File: config.mk
export PLATFORM = sky130hd
export DESIGN_NAME = id_stage_flat
export DESIGN_NICKNAME = d
export VERILOG_FILES = /design/src/rtl/risc_pkg.sv /design/src/rtl/id_stage_if.sv /design/src/rtl/id_decoder.sv /design/src/rtl/id_stage.sv /design/src/flat_wrapper.sv
export SDC_FILE = /design/constraint.sdc
export NUM_CORES = 1
export LEC_CHECK = 0
export CAP_MARGIN = 0
export CORE_MARGIN = 2
export CORE_UTILIZATION = 41
export CTS_CLUSTER_SIZE = 8
export DETAILED_ROUTE_END_ITERATION = 12
export PLACE_DENSITY = 0.94
export SYNTH_ARGS = -nofsm -noshare
export SYNTH_HDL_FRONTEND = slang
export SYNTH_SLANG_ARGS = --single-unit
File: constraint.sdc
create_clock -name clk -period 8.65 [get_ports clk]
set_clock_uncertainty 0.2 [all_clocks]
set_input_delay 2.595 -clock clk [delete_from_list [all_inputs] [get_ports clk]]
set_output_delay 2.595 -clock clk [all_outputs]
set_load 0.02 [all_outputs]
File: src/rtl/risc_pkg.sv
// Shared definitions for the RISC pipeline: widths, opcode constants,
// instruction field positions and the decode class used by the ID stage.
package risc_pkg;

  localparam int unsigned XLEN = 32;
  localparam int unsigned RA_W = 5;

  localparam logic [5:0] OP_RTYPE = 6'h00;
  localparam logic [5:0] OP_LW    = 6'h23;
  localparam logic [5:0] OP_SW    = 6'h2B;
  localparam logic [5:0] OP_BEQ   = 6'h04;
  localparam logic [5:0] OP_BNE   = 6'h05;

  localparam int unsigned OP_LSB = 26;
  localparam int unsigned RS_LSB = 21;
  localparam int unsigned RT_LSB = 16;
  localparam int unsigned RD_LSB = 11;
  localparam int unsigned IMM_W  = 16;

  // Destination-register class of an instruction
  typedef enum logic [1:0] {
    CLS_RTYPE,  // writes rd, reads rt
    CLS_IMM,    // writes rt (loads and ALU-immediate)
    CLS_NOWB    // stores and branches: no write-back, reads rt
  } icls_e;

endpackage

File: src/rtl/id_stage_if.sv
// Fetch-side, register-file and execute-side signals of the decode stage.
// master: the decode stage itself; slave: its surroundings (fetch/regfile/EX).
interface id_stage_if #(
  parameter int unsigned XLEN = risc_pkg::XLEN,
  parameter int unsigned RA_W = risc_pkg::RA_W
);
  logic            if_valid;
  logic            if_ready;
  logic [XLEN-1:0] if_instr;
  logic [XLEN-1:0] if_pc;
  logic            flush;
  logic [RA_W-1:0] rsa;
  logic [RA_W-1:0] rta;
  logic [XLEN-1:0] rsd;
  logic [XLEN-1:0] rtd;
  logic            ex_valid;
  logic            ex_ready;
  logic [XLEN-1:0] ex_pc;
  logic [XLEN-1:0] ex_rsd;
  logic [XLEN-1:0] ex_rtd;
  logic [XLEN-1:0] ex_imm;
  logic [5:0]      ex_op;
  logic [5:0]      ex_funct;
  logic [RA_W-1:0] ex_wta;
  logic            ex_wen;
  logic            ex_load;

  modport master (
    input  if_valid, if_instr, if_pc, flush, rsd, rtd, ex_ready,
    output if_ready, rsa, rta, ex_valid, ex_pc, ex_rsd, ex_rtd, ex_imm,
           ex_op, ex_funct, ex_wta, ex_wen, ex_load
  );

  modport slave (
    output if_valid, if_instr, if_pc, flush, rsd, rtd, ex_ready,
    input  if_ready, rsa, rta, ex_valid, ex_pc, ex_rsd, ex_rtd, ex_imm,
           ex_op, ex_funct, ex_wta, ex_wen, ex_load
  );
endinterface

File: src/rtl/id_decoder.sv
// Combinational instruction decoder: destination register, write enable,
// load flag, whether rt is a source operand, and sign-extended immediate.
module id_decoder
  import risc_pkg::*;
#(
  parameter int unsigned XLEN = risc_pkg::XLEN,
  parameter int unsigned RA_W = risc_pkg::RA_W
) (
  input  logic [XLEN-1:0] instr_i,
  output logic [RA_W-1:0] wta_o,
  output logic            wen_o,
  output logic            load_o,
  output logic            uses_rt_o,
  output logic [XLEN-1:0] imm_o
);

  logic [5:0] op;
  icls_e      cls;
  logic       unused_rs;

  assign op        = instr_i[OP_LSB +: 6];
  assign unused_rs = ^instr_i[RS_LSB +: RA_W];
  assign imm_o     = {{(XLEN-IMM_W){instr_i[IMM_W-1]}}, instr_i[IMM_W-1:0]};
  assign load_o    = (op == OP_LW);

  // Classify opcode, then derive destination and rt usage from the class
  always_comb begin
    cls       = CLS_IMM;
    wta_o     = '0;
    wen_o     = 1'b0;
    uses_rt_o = 1'b0;
    case (op)
      OP_RTYPE:              cls = CLS_RTYPE;
      OP_SW, OP_BEQ, OP_BNE: cls = CLS_NOWB;
      default:               cls = CLS_IMM;
    endcase
    unique case (cls)
      CLS_RTYPE: begin
        wta_o     = instr_i[RD_LSB +: RA_W];
        wen_o     = 1'b1;
        uses_rt_o = 1'b1;
      end
      CLS_IMM: begin
        wta_o     = instr_i[RT_LSB +: RA_W];
        wen_o     = 1'b1;
      end
      default: begin
        wta_o     = '0;
        wen_o     = 1'b0;
        uses_rt_o = 1'b1;
      end
    endcase
    // r0 is hard-wired zero, so a write to it is no write at all
    if (wta_o == '0) wen_o = 1'b0;
  end

endmodule

File: src/rtl/id_stage.sv
// Instruction-decode stage: drives regfile read addresses, decodes the
// instruction and captures operands/control into the ID/EX register with a
// valid/ready handshake on both sides, flush, and optional load-use interlock.
// Build option: define ID_HAZARD_EN to enable the load-use interlock and the
// stall_cnt bubble counter output.
module id_stage
  import risc_pkg::*;
#(
  parameter int unsigned XLEN = risc_pkg::XLEN,
  parameter int unsigned RA_W = risc_pkg::RA_W
) (
  input  logic              clk,
  input  logic              rst,
  id_stage_if.master        bus
`ifdef ID_HAZARD_EN
  ,
  output logic [15:0]       stall_cnt
`endif
);

  logic [RA_W-1:0] rs, rt;
  logic [RA_W-1:0] dec_wta;
  logic            dec_wen, dec_load, dec_uses_rt;
  logic [XLEN-1:0] dec_imm;
  logic            slot_free, hazard;

  logic            ex_valid_q, ex_valid_d;
  logic [XLEN-1:0] ex_pc_q,    ex_pc_d;
  logic [XLEN-1:0] ex_rsd_q,   ex_rsd_d;
  logic [XLEN-1:0] ex_rtd_q,   ex_rtd_d;
  logic [XLEN-1:0] ex_imm_q,   ex_imm_d;
  logic [5:0]      ex_op_q,    ex_op_d;
  logic [5:0]      ex_funct_q, ex_funct_d;
  logic [RA_W-1:0] ex_wta_q,   ex_wta_d;
  logic            ex_wen_q,   ex_wen_d;
  logic            ex_load_q,  ex_load_d;

  assign rs      = bus.if_instr[RS_LSB +: RA_W];
  assign rt      = bus.if_instr[RT_LSB +: RA_W];
  assign bus.rsa = rs;
  assign bus.rta = rt;

  id_decoder #(.XLEN(XLEN), .RA_W(RA_W)) u_dec (
    .instr_i   (bus.if_instr),
    .wta_o     (dec_wta),
    .wen_o     (dec_wen),
    .load_o    (dec_load),
    .uses_rt_o (dec_uses_rt),
    .imm_o     (dec_imm)
  );

  assign slot_free = ~ex_valid_q | bus.ex_ready;

`ifdef ID_HAZARD_EN
  logic [15:0] stall_q, stall_d;

  assign hazard = ex_valid_q & ex_load_q & ex_wen_q & bus.if_valid &
                  ((ex_wta_q == rs) | (dec_uses_rt & (ex_wta_q == rt)));

  // Saturating count of bubble cycles inserted by the interlock
  always_comb begin
    stall_d = stall_q;
    if (~bus.flush & slot_free & hazard & (stall_q != '1))
      stall_d = stall_q + 16'd1;
  end

  // Bubble counter register
  always_ff @(posedge clk or posedge rst) begin
    if (rst) stall_q <= '0;
    else     stall_q <= stall_d;
  end

  assign stall_cnt = stall_q;
`else
  logic unused_uses_rt;
  assign unused_uses_rt = dec_uses_rt;
  assign hazard         = 1'b0;
`endif

  assign bus.if_ready = bus.flush | (slot_free & ~hazard);

  // ID/EX next state: flush, then bubble, then capture, else hold
  always_comb begin
    ex_valid_d = ex_valid_q;
    ex_pc_d    = ex_pc_q;
    ex_rsd_d   = ex_rsd_q;
    ex_rtd_d   = ex_rtd_q;
    ex_imm_d   = ex_imm_q;
    ex_op_d    = ex_op_q;
    ex_funct_d = ex_funct_q;
    ex_wta_d   = ex_wta_q;
    ex_wen_d   = ex_wen_q;
    ex_load_d  = ex_load_q;
    if (bus.flush || (slot_free && hazard)) begin
      ex_valid_d = 1'b0;
      ex_wen_d   = 1'b0;
    end else if (slot_free) begin
      ex_valid_d = bus.if_valid;
      ex_pc_d    = bus.if_pc;
      ex_rsd_d   = bus.rsd;
      ex_rtd_d   = bus.rtd;
      ex_imm_d   = dec_imm;
      ex_op_d    = bus.if_instr[OP_LSB +: 6];
      ex_funct_d = bus.if_instr[5:0];
      ex_wta_d   = dec_wta;
      ex_wen_d   = bus.if_valid & dec_wen;
      ex_load_d  = dec_load;
    end
  end

  // ID/EX pipeline register
  always_ff @(posedge clk or posedge rst) begin
    if (rst) begin
      ex_valid_q <= 1'b0;
      ex_pc_q    <= '0;
      ex_rsd_q   <= '0;
      ex_rtd_q   <= '0;
      ex_imm_q   <= '0;
      ex_op_q    <= '0;
      ex_funct_q <= '0;
      ex_wta_q   <= '0;
      ex_wen_q   <= 1'b0;
      ex_load_q  <= 1'b0;
    end else begin
      ex_valid_q <= ex_valid_d;
      ex_pc_q    <= ex_pc_d;
      ex_rsd_q   <= ex_rsd_d;
      ex_rtd_q   <= ex_rtd_d;
      ex_imm_q   <= ex_imm_d;
      ex_op_q    <= ex_op_d;
      ex_funct_q <= ex_funct_d;
      ex_wta_q   <= ex_wta_d;
      ex_wen_q   <= ex_wen_d;
      ex_load_q  <= ex_load_d;
    end
  end

  assign bus.ex_valid = ex_valid_q;
  assign bus.ex_pc    = ex_pc_q;
  assign bus.ex_rsd   = ex_rsd_q;
  assign bus.ex_rtd   = ex_rtd_q;
  assign bus.ex_imm   = ex_imm_q;
  assign bus.ex_op    = ex_op_q;
  assign bus.ex_funct = ex_funct_q;
  assign bus.ex_wta   = ex_wta_q;
  assign bus.ex_wen   = ex_wen_q;
  assign bus.ex_load  = ex_load_q;

endmodule
File: src/flat_wrapper.sv
// flat-port wrapper written by rule: the top's interface ports become plain ports
module id_stage_flat import risc_pkg::*;
#(
  parameter int unsigned XLEN = risc_pkg::XLEN,
  parameter int unsigned RA_W = risc_pkg::RA_W
)
  (clk, rst, bus_if_valid, bus_if_instr, bus_if_pc, bus_flush, bus_rsd, bus_rtd, bus_ex_ready, bus_if_ready, bus_rsa, bus_rta, bus_ex_valid, bus_ex_pc, bus_ex_rsd, bus_ex_rtd, bus_ex_imm, bus_ex_op, bus_ex_funct, bus_ex_wta, bus_ex_wen, bus_ex_load);
  id_stage_if #(.XLEN(XLEN), .RA_W(RA_W)) bus_i ();
  input  logic clk;
  input  logic rst;
  input wire logic [$bits(bus_i.if_valid)-1:0] bus_if_valid;
  input wire logic [$bits(bus_i.if_instr)-1:0] bus_if_instr;
  input wire logic [$bits(bus_i.if_pc)-1:0] bus_if_pc;
  input wire logic [$bits(bus_i.flush)-1:0] bus_flush;
  input wire logic [$bits(bus_i.rsd)-1:0] bus_rsd;
  input wire logic [$bits(bus_i.rtd)-1:0] bus_rtd;
  input wire logic [$bits(bus_i.ex_ready)-1:0] bus_ex_ready;
  output wire logic [$bits(bus_i.if_ready)-1:0] bus_if_ready;
  output wire logic [$bits(bus_i.rsa)-1:0] bus_rsa;
  output wire logic [$bits(bus_i.rta)-1:0] bus_rta;
  output wire logic [$bits(bus_i.ex_valid)-1:0] bus_ex_valid;
  output wire logic [$bits(bus_i.ex_pc)-1:0] bus_ex_pc;
  output wire logic [$bits(bus_i.ex_rsd)-1:0] bus_ex_rsd;
  output wire logic [$bits(bus_i.ex_rtd)-1:0] bus_ex_rtd;
  output wire logic [$bits(bus_i.ex_imm)-1:0] bus_ex_imm;
  output wire logic [$bits(bus_i.ex_op)-1:0] bus_ex_op;
  output wire logic [$bits(bus_i.ex_funct)-1:0] bus_ex_funct;
  output wire logic [$bits(bus_i.ex_wta)-1:0] bus_ex_wta;
  output wire logic [$bits(bus_i.ex_wen)-1:0] bus_ex_wen;
  output wire logic [$bits(bus_i.ex_load)-1:0] bus_ex_load;
  assign bus_i.if_valid = bus_if_valid;
  assign bus_i.if_instr = bus_if_instr;
  assign bus_i.if_pc = bus_if_pc;
  assign bus_i.flush = bus_flush;
  assign bus_i.rsd = bus_rsd;
  assign bus_i.rtd = bus_rtd;
  assign bus_i.ex_ready = bus_ex_ready;
  assign bus_if_ready = bus_i.if_ready;
  assign bus_rsa = bus_i.rsa;
  assign bus_rta = bus_i.rta;
  assign bus_ex_valid = bus_i.ex_valid;
  assign bus_ex_pc = bus_i.ex_pc;
  assign bus_ex_rsd = bus_i.ex_rsd;
  assign bus_ex_rtd = bus_i.ex_rtd;
  assign bus_ex_imm = bus_i.ex_imm;
  assign bus_ex_op = bus_i.ex_op;
  assign bus_ex_funct = bus_i.ex_funct;
  assign bus_ex_wta = bus_i.ex_wta;
  assign bus_ex_wen = bus_i.ex_wen;
  assign bus_ex_load = bus_i.ex_load;
  id_stage #(.XLEN(XLEN), .RA_W(RA_W)) u_core (.clk(clk), .rst(rst), .bus(bus_i));
endmodule
After elaboration in Yosys (flattened, before gate mapping)
Index checks and enable logic that the tools add are counted.

Output and inout port bits: 159. Bits in registers: 132.

Reduce and logical (&&, ||, !) cells: 7. Mux-type cells: 8. Bitwise gates (word level): 5. Eq/ne operators: 5.

Operator list (count): $eq 6x3->1 const B (2); $eq 6x6->1 const B (2); $pmux 5 s2 (1); $logic_not 6->1 (1); $mux 1 (6); $logic_not 5->1 (1); $pmux 2 s2 (1); $reduce_or 3->1 (1); $eq 2x1->1 const B (1); $logic_not 2->1 (1); $not 1->1 (2); $or 1x1->1 (2); $reduce_and 2->1 (1); $reduce_bool 2->1 (1); $reduce_or 2->1 (1); $and 1x1->1 (1).

Logic depth before layout (Yosys ltp)
Gate-level depths: netlist of run 1.

Depth in word-level cells: 10. Depth in mapped cells: 6. Gate-level depth less buffers: 4.

By module
A second synthesis of run 1 with hierarchy kept.

Cell total of the unflattened synthesis: 382. Area, all modules: 6723.9 um^2.

Modules (own cells, without submodules): id_stage (times used 1, area an instance 6319.8 um^2, cells each 329, sequential area each 3703.6 um^2); id_decoder (times used 1, area an instance 404.1 um^2, cells each 53, sequential area each 0.0 um^2).

Worst setup path before layout of run 1
No wires, ideal clock.

Path kind: input port to output port. Start: in bus_ex_ready. End: out bus_if_ready. Slack: 2974 ps. Data required time: 5855 ps. Cell stages on the path: 2. Data arrival time: 2881 ps. Cells stage by stage: inv_1 nand3b_1.

Longest elaborated chain between the ends: 2.

Ends and longest elaborated chain: start: declaration (line flat_wrapper.sv:17) `input wire logic [$bits(bus_i.ex_ready)-1:0] bus_ex_ready;`; $or 1x1->1 (line id_stage.sv:52) `assign slot_free = ~ex_valid_q | bus.ex_ready;`; $or 1x1->1 (line id_stage.sv:80) `assign bus.if_ready = bus.flush | (slot_free & ~hazard);`; end: declaration (line flat_wrapper.sv:18) `output wire logic [$bits(bus_i.if_ready)-1:0] bus_if_ready;`.

Every way passes these cells.

Worst setup path in the final report of run 1
Start: in bus_flush. End: out bus_if_ready.

Longest elaborated chain between the ends: 1.

Ends and longest elaborated chain: start: declaration (line flat_wrapper.sv:14) `input wire logic [$bits(bus_i.flush)-1:0] bus_flush;`; $or 1x1->1 (line id_stage.sv:80).

Every way passes these cells.

==> reports/summary.txt, run 1 <==
Critical path class -> primary input to output port
Logic pwr share -> 25.3%
Initial antenna violation count -> 0
Worst vdd ir -> 0.0002078 V
Layout cell share with drive strength beyond 1 -> 26.41%
Post-DP HPWL -> 10.16 mm
Total track usage -> 20.76%
Remaining DRCs -> 0
Relative slew slack -> 41.47%
Die area -> 13260 µm²
Fmax -> 0.1492 GHz
Final Max Tran Viols -> 0
Status -> finished, final reports clean
Chip Height -> 115.1 µm
WP data arrival -> 3.91 ns
First-pass GRT wire length -> 20.67 mm
CTS tree -> built
Sum Neg Setup Slack -> 0 ns
Clk pin slew, worst setup/hold paths -> 0.05 ns
Vias in the first global route -> 4051
Post-Route Utilization -> 69.95%
Antenna diodes -> 0
Clock Tree Root -> clkbuf_16
Number of hold buffers added after cts -> 0
Via count -> 3692
# IOs -> 292
Rows -> 40
Nets -> 722
Reg power frac -> 36.9%
Top cells by area, synth -> dfrtp_1, mux2_2, buf_4
Critical path peak fanout -> 3
Worst hold margin -> 0.3051 ns
WL/cell -> 18.13 µm
Number of buffers created by CTS -> 17
Switch Pwr -> 512.3 µW
Clk_lat worst skew -> 0.40 ns
RD Place Congestion -> 0.7880
Most frequent cell after synthesis -> dfrtp_1
P_int -> 1414 µW
Drt first pass iters -> 4
Largest area contributor in the netlist -> dfrtp_1
Clk pwr share -> 37.8%
Post-CTS setup buffers -> 0
Final WL -> 13.58 mm
Library cells used by synthesis -> 21
Number of DRC markers after the initial detailed-route iteration -> 130
Total grt overflow -> 0
Worst setup SP type -> primary input
Total Power -> 1926 µW
FF+latch count, synth -> 126
Hold Fails Final Rpt -> 0
Largest net degree at the start of global routing -> 72
Fillers -> 778
H-tree levels -> 4
CTS sink cnt -> 126
Unrepaired setup endpoints after global routing -> false
Yosys warning count -> 0
Worst Tran Pin Value -> 0.8780 ns
Sequential area share after synthesis -> 62.25%
Leak -> 0.003443 µW
Switching share of power -> 26.59%
Post-synthesis cell count -> 332
Initial core utilization -> 42.17%
Post-synth EDFFs -> 0
Final min period -> 6.702 ns
Worst hold-check path type -> register to register
Routed vias/inst -> 4.929
Die X -> 115.1 µm
Most frequent cells after synthesis -> dfrtp_1, mux2_2, buf_4
Endpoints failing setup -> 0
Area grow syn2layout -> 65.88%
WP data required -> 5.86 ns
Syn Nets -> 465
Synthesized cell area -> 5065 µm²
Fin crit share -> 77.48%
Clk buf depth -> 2
Max_cap viols -> 0
Ys flop type -> dfrtp_1
Worst setup EP type -> output port
Port bufs -> 281
Pwr Density -> 229.3 nW/µm²
Core area -> 12010 µm²
Cts repair resizes -> 0
Post-synth top area share -> 62.25%
Syn avg cell area -> 15.26 µm²
Post-synth ARST share -> 100.0%
Final antenna-violating net count -> 0
kinds of logic after synthesis:
kind of cell           count (synthesis)  share of synthesized area, %
AOI/OAI and AO/OA                     15                         2.371
buffers and inverters                 51                         6.522
DFF                                  126                         62.25
muxes                                119                         26.46
and+or+nand+nor                       21                         2.396
metrics by stage:
step / cell area [µm²] / setup slack [ns] / cells
detailed placement: 7782 / 1.960 / 717
global placement: 7782 / 1.968 / 717
floorplan: 5065 / 2.499 / 332
global route: 8402 / 1.904 / 749
finish: 8402 / 1.948 / 749
CTS: 8402 / 1.949 / 749
registers in the layout, indices dropped and copies added (netlist names):
signal and cells:
u_core.bus.ex_imm 11, u_core.bus.ex_op 6, u_core.bus.ex_rsd 32, u_core.bus.ex_pc 32
u_core.bus.ex_wta 5, u_core.bus.ex_rtd 32, u_core.bus.ex_wen 1, u_core.bus.ex_valid 1
u_core.bus.ex_load 1, u_core.bus.ex_funct 5
area by class of cell:
class	count	area, µm²	area share (%)
Clock inverter	10	135.1	1.608
Inverter	5	21.27	0.2532
Tap cell	147	183.9	2.189
Multi-Input combinational cell	155	1589	18.91
Timing Repair Buffer	284	2835	33.75
Sequential cell	126	3153	37.53
Clock buffer	22	484.2	5.763
worst max-delay path: stages:
cell             delay [ns]
clkdlybuf4s50_1        0.52
nand3b_1               0.17
clkdlybuf4s50_1        0.62
power by group through the flow:
stage | registers (µW) | clock network [µW] | logic, µW
final | 710 | 729 | 487
after detailed placement | 720 | 0 | 490
after CTS | 712 | 743 | 493
after floorplan | 808 | 0 | 148
after global placement | 713 | 0 | 480
after global routing | 720 | 771 | 512
worst paths after layout:
kind / slack, ns / endpoint / cells after the start / start
worst max-delay path: 1.95 / bus_if_ready / 3 / bus_flush
worst min-delay path: 0.31 / u_core.bus.ex_pc[0] / 1 / u_core.bus.ex_pc[0]
worst max register to register: 6.64 / u_core.bus.ex_rtd[19] / 3 / u_core.bus.ex_valid
worst min register to register: 0.31 / u_core.bus.ex_pc[0] / 1 / u_core.bus.ex_pc[0]
max in group asynchronous: 4.45 / u_core.bus.ex_rsd[11] / 3 / rst
min in group asynchronous: 2.43 / u_core.bus.ex_imm[8] / 2 / rst
routing by layer:
layer,up-vias,GRT usage (%),wire length (µm)
met1,1830,20.22,4533
li1,1652,-,-
met2,185,38.82,7585
met4,0,9.076,292
met3,25,7.907,1166
met5,-,0,0
cells in the final DEF, fill, tap and decap left out, drive strengths merged:
cell	netlist	routed
a21oi	6	6
a22oi	6	6
buf	45	3
bufinv	0	3
clkbuf	1	22
clkdlybuf4s50	0	281
clkinv	0	3
clkinvlp	0	4
dfrtp	126	126
inv	5	5
mux2	119	119
nand2	4	4
nand2b	1	1
nand3b	1	1
nand4b	1	1
nor2	8	8
nor2b	1	1
nor3	3	3
nor4	1	1
o22a	1	1
o32a	1	1
o32ai	1	1
or3	1	1
(Power assumes the default switching activity.)
==> run 2, diff against run 1 <==
--- a/config.mk
+++ b/config.mk
@@ -7,10 +7,10 @@
 export LEC_CHECK = 0
 export CAP_MARGIN = 0
 export CORE_MARGIN = 2
-export CORE_UTILIZATION = 41
+export CORE_UTILIZATION = 38
 export CTS_CLUSTER_SIZE = 8
 export DETAILED_ROUTE_END_ITERATION = 12
-export PLACE_DENSITY = 0.94
+export PLACE_DENSITY = 0.88
 export SYNTH_ARGS = -nofsm -noshare
 export SYNTH_HDL_FRONTEND = slang
 export SYNTH_SLANG_ARGS = --single-unit
==> constraint.sdc (replaced) <==
create_clock -name clk -period 6.25 [get_ports clk]
set_clock_uncertainty 0.2 [all_clocks]
set_input_delay 1.875 -clock clk [delete_from_list [all_inputs] [get_ports clk]]
set_output_delay 1.875 -clock clk [all_outputs]
set_load 0.02 [all_outputs]
==> reports/summary.txt, run 2 (synthesized netlist as in run 1, its figures left out) <==
Unrepaired setup endpoints after global routing -> false
Pwr Density -> 317.8 nW/µm² (+39%)
Hold Fails Final Rpt -> 0 (unchanged)
Largest net degree at the start of global routing -> 131 (+82%)
Leak -> 0.003465 µW (+0.65%)
Antenna diodes -> 0 (unchanged)
Die X -> 119.5 µm (+3.7%)
WP data required -> 4.18 ns (-1.68 ns)
Status -> finished, final reports clean
WL/cell -> 17.22 µm (-5.0%)
Post-DP Area -> 7831 µm² (+0.63%)
Fmax -> 0.1886 GHz
Design area -> 8461 µm² (+0.70%)
Slowest cell delay on critical path -> 0.63 ns (about the same)
Final Max Tran Viols -> 0 (unchanged)
Cts repair resizes -> 0 (unchanged)
CTS sink cnt -> 126 (unchanged)
Routed vias/inst -> 4.718 (-4.3%)
Clk buf depth -> 2 (unchanged)
CTS tree -> built
Clk pin slew, worst setup/hold paths -> 0.05 ns (about the same)
Drt first pass iters -> 4 (unchanged)
Vias in the first global route -> 4026 (-0.62%)
Area grow syn2layout -> 67.05%
First-pass GRT wire length -> 21.09 mm (+2.0%)
Worst setup SP type -> primary input
Fin crit share -> 84.85%
Number of buffers created by CTS -> 17 (unchanged)
WP data arrival -> 3.23 ns (-0.68 ns)
RD Place Congestion -> 0.8637 (+9.6%)
Rows -> 42 (+5.0%)
Worst Tran Pin Value -> 0.6894 ns (-0.1886 ns)
Slowest CP cell -> clkdlybuf4s50_1
Commonest cells after routing, fill and taps aside -> clkdlybuf4s50_1, dfrtp_1, mux2_2
Port bufs -> 281 (unchanged)
Crit-path most repeated cell -> clkdlybuf4s50_1
Worst setup EP type -> output port
Cell breakdown of the critical path -> clkdlybuf4s50_1 -> nand3b_1 -> clkdlybuf4s50_1
Post-DP HPWL -> 9.836 mm (-3.2%)
Reg-to-reg slack, setup -> 4.29 ns (-2.35 ns)
Critical path class -> primary input to output port
Post-CTS setup buffers -> 0 (unchanged)
Remaining DRCs -> 0 (unchanged)
Total track usage -> 19.27% (-1.5 points)
Number of DRC markers after the initial detailed-route iteration -> 143 (+10%)
Critical path peak fanout -> 3 (unchanged)
# IOs -> 292 (unchanged)
Die area -> 14270 µm² (+7.6%)
Endpoints failing setup -> 0 (unchanged)
Layout cell share with drive strength beyond 1 -> 26.12% (-0.29 points)
Clk_lat worst skew -> 0.41 ns (about the same)
Final WL -> 13.38 mm (-1.4%)
Commonest non-fill, non-tap cell in the layout -> clkdlybuf4s50_1
Relative slew slack -> 54.04% (+13 points)
Worst hold-check path type -> register to register
H-tree levels -> 4 (unchanged)
Chip Height -> 119.5 µm (+3.7%)
Clock Tree Root -> clkbuf_16
Final antenna-violating net count -> 0 (unchanged)
Via count -> 3666 (-0.70%)
Nets -> 722 (unchanged)
Max_cap viols -> 0 (unchanged)
Post-Route Utilization -> 64.40% (-5.5 points)
Worst vdd ir -> 0.0002103 V (+1.2%)
Number of hold buffers added after cts -> 0 (unchanged)
Sum Neg Setup Slack -> 0 ns (unchanged)
Initial antenna violation count -> 0 (unchanged)
Initial core utilization -> 38.55% (-3.6 points)
Total grt overflow -> 0 (unchanged)
Core area -> 13140 µm² (+9.4%)
Final min period -> 5.303 ns
==> run 2: changes by cell type in the layout (fill, tap and decap cells not counted) <==
cell	previous run	this run
buf_12	0	1
clkbuf_1	1	2
buf_4	3	2
clkinv_2	3	2
clkinvlp_4	4	0
clkbuf_8	4	7
==> run 2: worst max-delay path: cells and delay by family <==
family                 cells  cell delay [ns]
buffers and inverters      2             1.15
and+or+nand+nor            1             0.20
==> run 2: power by group <==
group	internal, µW	switching, µW
Combinational	370	301
Clock	698	336
Sequential	921	62.2
Total	1990	699
==> run 2: path summary, 6_finish.rpt <==
path | start | end | depth (start not counted)
setup / recovery | bus_flush | bus_if_ready | 3
hold / removal | u_core.bus.ex_pc[4] | u_core.bus.ex_pc[4] | 1
setup reg to reg | u_core.bus.ex_valid | u_core.bus.ex_pc[14] | 3
hold reg to reg | u_core.bus.ex_pc[4] | u_core.bus.ex_pc[4] | 1
max in group asynchronous | rst | u_core.bus.ex_pc[26] | 3
min in group asynchronous | rst | u_core.bus.ex_pc[4] | 2
==> run 2: metrics by stage <==
step                setup slack (ns)  hold WS (ns)  total power, µW  cells
floorplan                     0.8191        0.4105             1324    332
global placement              0.9479        0.2882             1652    746
detailed placement            0.9380        0.2944             1672    746
CTS                           0.9343        0.3062             2718    777
global route                  0.9146        0.3212             2797    777
finish                        0.9471        0.3028             2688    777
==> run 2: area by class of cell <==
cell class,count,area (µm²)
sequential,126,3153
multi-input combinational,155,1589
inverter,5,21.27
clock buffer,26,529.3
timing repair buffer,284,2848
clock inverter,5,100.1
tap,176,220.2
fill,936,4677
==> run 2: per-layer routing <==
metal,routed length [µm],global-route usage [%],vias to the layer above
li1,-,-,1650
met1,4709,19.59,1781
met2,6791,33.14,205
met3,1530,9.818,30
met4,352,8.309,0
met5,0,0,-
